==> src/rtl/uart_pkg.sv <==
// UART receiver shared definitions.
// FSM state encoding, parity sense constants and default bit timing.
package uart_pkg;

  typedef enum logic [2:0] {
    IDLE,
    START,
    DATA,
    PARITY,
    STOP,
    BREAK
  } state_e;

  localparam logic PARITY_EVEN = 1'b0;
  localparam logic PARITY_ODD  = 1'b1;

  localparam int CLKS_PER_BIT_DEF = 16;

endpackage

==> src/rtl/uart_rx_sync.sv <==
// Two-flop synchronizer for the asynchronous serial line.
// Both stages reset to 1 so an idle line never looks like a start bit.
module uart_rx_sync (
  input  logic clk,
  input  logic rst_n,
  input  logic d,
  output logic q
);

  logic [1:0] ff_q;
  logic [1:0] ff_d;

  // shift the raw line through two stages
  always_comb begin
    ff_d = {ff_q[0], d};
  end

  // synchronizer stages, idle-high on reset
  always_ff @(posedge clk) begin
    if (!rst_n) begin
      ff_q <= 2'b11;
    end else begin
      ff_q <= ff_d;
    end
  end

  assign q = ff_q[1];

endmodule

==> src/rtl/uart_rx.sv <==
// UART receiver: 8 data bits, optional parity, one stop bit.
// Mid-bit sampling driven by a 16-bit per-bit cycle counter.
module uart_rx
  import uart_pkg::*;
#(
  parameter int CLKS_PER_BIT = CLKS_PER_BIT_DEF,
  parameter int DATA_BITS    = 8
) (
  input  logic       clk,
  input  logic       rst_n,
  input  logic       rx,
  input  logic       parity_en,
  input  logic       parity_type,
  output logic [7:0] data_out,
  output logic       data_valid,
  output logic       parity_err,
  output logic       frame_err,
  output logic       busy
);

  localparam logic [15:0] HALF = 16'(CLKS_PER_BIT / 2 - 1);
  localparam logic [15:0] FULL = 16'(CLKS_PER_BIT - 1);
  localparam logic [2:0]  LAST = 3'(DATA_BITS - 1);

  logic rx_s;

  uart_rx_sync u_sync (
    .clk   (clk),
    .rst_n (rst_n),
    .d     (rx),
    .q     (rx_s)
  );

  state_e      state_q, state_d;
  logic [15:0] cnt_q, cnt_d;
  logic [2:0]  bit_q, bit_d;
  logic [7:0]  shift_q, shift_d;
  logic        pen_q, pen_d;
  logic        ptype_q, ptype_d;
  logic        perr_q, perr_d;
  logic [7:0]  data_q, data_d;
  logic        valid_q, valid_d;
  logic        perr_out_q, perr_out_d;
  logic        ferr_q, ferr_d;
  logic        busy_q, busy_d;

  // next-state and output computation for the receive FSM
  always_comb begin
    state_d    = state_q;
    cnt_d      = cnt_q;
    bit_d      = bit_q;
    shift_d    = shift_q;
    pen_d      = pen_q;
    ptype_d    = ptype_q;
    perr_d     = perr_q;
    data_d     = data_q;
    valid_d    = 1'b0;
    perr_out_d = perr_out_q;
    ferr_d     = ferr_q;
    unique case (state_q)
      IDLE: begin
        if (!rx_s) begin
          state_d = START;
          cnt_d   = '0;
          bit_d   = '0;
        end
      end
      START: begin
        if (cnt_q == HALF) begin
          cnt_d = '0;
          if (!rx_s) begin
            state_d = DATA;
            bit_d   = '0;
            pen_d   = parity_en;
            ptype_d = parity_type;
            perr_d  = 1'b0;
          end else begin
            state_d = IDLE;
          end
        end else begin
          cnt_d = cnt_q + 16'd1;
        end
      end
      DATA: begin
        if (cnt_q == FULL) begin
          cnt_d   = '0;
          shift_d = {rx_s, shift_q[7:1]};
          bit_d   = bit_q + 3'd1;
          if (bit_q == LAST) begin
            state_d = pen_q ? PARITY : STOP;
          end
        end else begin
          cnt_d = cnt_q + 16'd1;
        end
      end
      PARITY: begin
        if (cnt_q == FULL) begin
          cnt_d   = '0;
          perr_d  = rx_s != ((^shift_q) ^ ptype_q);
          state_d = STOP;
        end else begin
          cnt_d = cnt_q + 16'd1;
        end
      end
      STOP: begin
        if (cnt_q == FULL) begin
          cnt_d      = '0;
          data_d     = shift_q;
          valid_d    = 1'b1;
          perr_out_d = perr_q & pen_q;
          ferr_d     = ~rx_s;
          state_d    = rx_s ? IDLE : BREAK;
        end else begin
          cnt_d = cnt_q + 16'd1;
        end
      end
      BREAK: begin
        if (rx_s) begin
          state_d = IDLE;
        end
      end
      default: begin
        state_d = IDLE;
      end
    endcase
    busy_d = (state_d != IDLE);
  end

  // state and registered outputs
  always_ff @(posedge clk) begin
    if (!rst_n) begin
      state_q    <= IDLE;
      cnt_q      <= '0;
      bit_q      <= '0;
      shift_q    <= '0;
      pen_q      <= 1'b0;
      ptype_q    <= 1'b0;
      perr_q     <= 1'b0;
      data_q     <= '0;
      valid_q    <= 1'b0;
      perr_out_q <= 1'b0;
      ferr_q     <= 1'b0;
      busy_q     <= 1'b0;
    end else begin
      state_q    <= state_d;
      cnt_q      <= cnt_d;
      bit_q      <= bit_d;
      shift_q    <= shift_d;
      pen_q      <= pen_d;
      ptype_q    <= ptype_d;
      perr_q     <= perr_d;
      data_q     <= data_d;
      valid_q    <= valid_d;
      perr_out_q <= perr_out_d;
      ferr_q     <= ferr_d;
      busy_q     <= busy_d;
    end
  end

  assign data_out   = data_q;
  assign data_valid = valid_q;
  assign parity_err = perr_out_q;
  assign frame_err  = ferr_q;
  assign busy       = busy_q;

endmodule
==> config.mk <==
export PLATFORM = sky130hd
export DESIGN_NAME = uart_rx
export DESIGN_NICKNAME = d
export VERILOG_FILES = /design/src/rtl/uart_pkg.sv /design/src/rtl/uart_rx_sync.sv /design/src/rtl/uart_rx.sv
export SDC_FILE = /design/constraint.sdc
export NUM_CORES = 1
export LEC_CHECK = 0
export CORE_MARGIN = 8
export CORE_UTILIZATION = 45
export CTS_BUF_LIST = sky130_fd_sc_hd__clkbuf_16
export DETAILED_ROUTE_END_ITERATION = 12
export PLACE_DENSITY = 0.63
export SLEW_MARGIN = 25
export SYNTH_ARGS = -nofsm -noshare
export SYNTH_HDL_FRONTEND = slang
export SYNTH_SLANG_ARGS = --single-unit
==> constraint.sdc <==
create_clock -name clk -period 4.8 [get_ports clk]
set_input_delay 0.96 -clock clk [delete_from_list [all_inputs] [get_ports clk]]
set_output_delay 0.96 -clock clk [all_outputs]
set_load 0.01 [all_outputs]
==> results.txt <==
Status: finished clean
# setup viols final: 0
Core footprint: 4977 um2
Reg clk slew, reported paths: 70 ps
Max-Slew Margin vs Limit: 39.26%
IO Count: 17
CP required: 4980 ps
PostCTS Resize Cnt: 0
Final min period: 2706 ps
Setup WS post-layout: 2094 ps
Routability Congestion: 0.8165
RSZ-0062 raised after global routing: false
Dpl cells: 326
Die height: 87.12 um
Router iterations before antenna repair: 5
Peak Freq: 369.6 MHz
Number of remaining DRC errors: 0
Vias in the first global route: 1641
Largest net degree at the start of global routing: 30
Crit share post-route: 56.37%
Cells after Synth: 250
Post-synth top flop: dfxtp_1
Register area share after synthesis: 41.34%
Power per cell area: 290.9 nW/um2
Crit Path Category: in2reg
Final hold slack: 409.2 ps
EDFF count, synth: 0
# fillers: 479
Maxcap violations: 0
CTS H-tree lvls: 2
Vias per cell: 5.431
Hold WC Path Type: reg2reg
CTS Hold Buffers Added: 0
CTS Buffer Depth: 2
Setup bufs post-CTS: 0
Leakage Power: 0.9136 nW
Gr usage total: 12.95%
TritonCTS Buffers: 5
FFs w/ async S/R, synth: 0%
Clk sinks: 47
Post-layout util: 52.41%
Initial core utilization: 45.73%
CP endpoint kind: flop
Post-DRT Antenna Nets: 0
Antenna Cells: 0
Maximum vdd drop: 140.7 uV
Die area: 7589 um2
Final number of max-transition violations: 0
Vias: 1814
Worst Tran Pin Value: 910.1 ps
Total Wirelength: 4649 um
Syn Nets: 258
Layout Cells excl Fill: 334
Placed inst area: 2457 um2
Seq cells post-synth: 47
CP Max Fanout: 29
Die width: 87.12 um
Final instance area: 2609 um2
Power, Total: 0.7589 mW
Syn Std Cell Area: 2276 um2
Share of layout cells above drive strength 1: 9.470%
Initial antenna violation count: 0
IO Port Bufs: 16
DP Worst Slack: 1775 ps
Number of distinct library cells after synthesis: 51
Nets: 271
Root Driver: clkbuf_16
DR iter-0 viols: 154
Per-cell routed wire length: 13.92 um
Crit start category: primary input
CTS tree: built
Site row count: 26
Insertion delay to the later sink of the worst-skew pair: 280 ps
Gr ovfl total: 0
Arrival @ worst endpoint: 2880 ps
FF-to-FF setup slack: 2550 ps
Final TNS setup: 0 ps
Global-route wire length before repair: 7955 um
Area growth, synth to finish: 14.62%
Syn_area_per_cell: 9.104 um2
Synth warnings: 0
Hold Fails Final Rpt: 0
Skew final: 7.864 ps
HPWL after DPL: 3186 um
registers in the layout, summed over array words and instances (netlist names), 2 cells and up:
| register | cells |
|---|---|
| shift_q | 8 |
| cnt_q | 16 |
| u_sync.ff_q | 2 |
| bit_q | 3 |
| data_out | 8 |
| state_q | 3 |
worst max-delay path, cell delays in order:
cell and delay, ps:
clkdlybuf4s50_1 710, inv_1 820, a31oi_1 90, a32o_1 300
placed cells by master, fill, tap and decap left out, types with 3 or more instances in the layout:
| cell | instances |
|---|---|
| a21oi_1 | 15 |
| a41oi_1 | 3 |
| and2_1 | 3 |
| and3_1 | 4 |
| clkbuf_16 | 5 |
| clkdlybuf4s50_1 | 16 |
| dfxtp_1 | 47 |
| ha_1 | 3 |
| inv_1 | 4 |
| mux2i_1 | 8 |
| nand2_1 | 30 |
| nand2b_1 | 5 |
| nand3_1 | 8 |
| nand4_1 | 3 |
| nor2_1 | 25 |
| nor2b_1 | 6 |
| nor3_1 | 6 |
| nor4_1 | 3 |
| nor4_4 | 3 |
| o211a_1 | 4 |
| o211ai_1 | 3 |
| o21ai_0 | 9 |
| xnor2_1 | 14 |
where the power goes:
group          switching, mW  internal, mW
clock network          0.143         0.192
logic                 0.0183        0.0106
registers            0.00283         0.392
total                  0.164         0.595
worst paths after layout:
path / cells past startpoint / to / start
worst max register to register: 5 / cnt_q[6] / cnt_q[10]
worst max-delay path: 4 / perr_q / rst_n
worst min register to register: 1 / u_sync.ff_q[1] / u_sync.ff_q[0]
worst min-delay path: 1 / u_sync.ff_q[1] / u_sync.ff_q[0]
final cells by class:
| class | instances | area (um2) | share of cell area [%] |
|---|---|---|---|
| Timing Repair Buffer | 16 | 160.2 | 6.139 |
| Sequential cell | 47 | 940.9 | 36.07 |
| Multi-Input combinational cell | 189 | 1260 | 48.30 |
| Tap cell | 70 | 87.58 | 3.357 |
| Clock inverter | 3 | 20.02 | 0.7674 |
| Clock buffer | 5 | 125.1 | 4.796 |
| Inverter | 4 | 15.01 | 0.5755 |
cells by family (layout without fill, tap and decap cells):
family,after synthesis,after routing,share of synthesized area [%]
AOI/OAI and AO/OA,49,49,15.01
xor gates and xnor gates,15,15,5.773
adders and majority gates,3,3,1.649
buffers and inverters,14,28,3.573
DFF,47,47,41.34
muxes,9,9,4.013
and+or+nand+nor,113,113,28.64
synth_stat cells, drive strengths merged (2+ instances only):
library cell   n  area, um2
dfxtp         47      940.9
nand2         30      112.6
nor2          26      105.1
a21oi         16      83.83
xnor2         14      122.6
nor3           9      60.06
o21ai          9      45.04
mux2i          8      80.08
nand3          8      40.04
nor2b          6      37.54
nor4           6      82.58
and3           5      32.53
buf            5      38.78
nand2b         5      31.28
and4           4      42.54
clkbuf         4      18.77
inv            4      15.01
nand4          4      31.28
o211a          4      40.04
a41oi          3      26.28
and2           3      18.77
ha             3      37.54
o211ai         3      22.52
o221a          3      33.78
a211oi         2      15.01
a21o           2      15.01
a31oi          2      12.51
or3            2      12.51
or4b           2      20.02
metal layers:
| layer | routed length [um] | vias to the layer above | global-route usage [%] |
|---|---|---|---|
| met5 | 0 | - | 0 |
| met4 | 27 | 0 | 3.750 |
| met3 | 176 | 2 | 3.302 |
| met2 | 2063 | 26 | 19.71 |
| met1 | 2381 | 865 | 17.43 |
| li1 | - | 921 | - |
No activity file was read; power rests on OpenSTA's default activity.
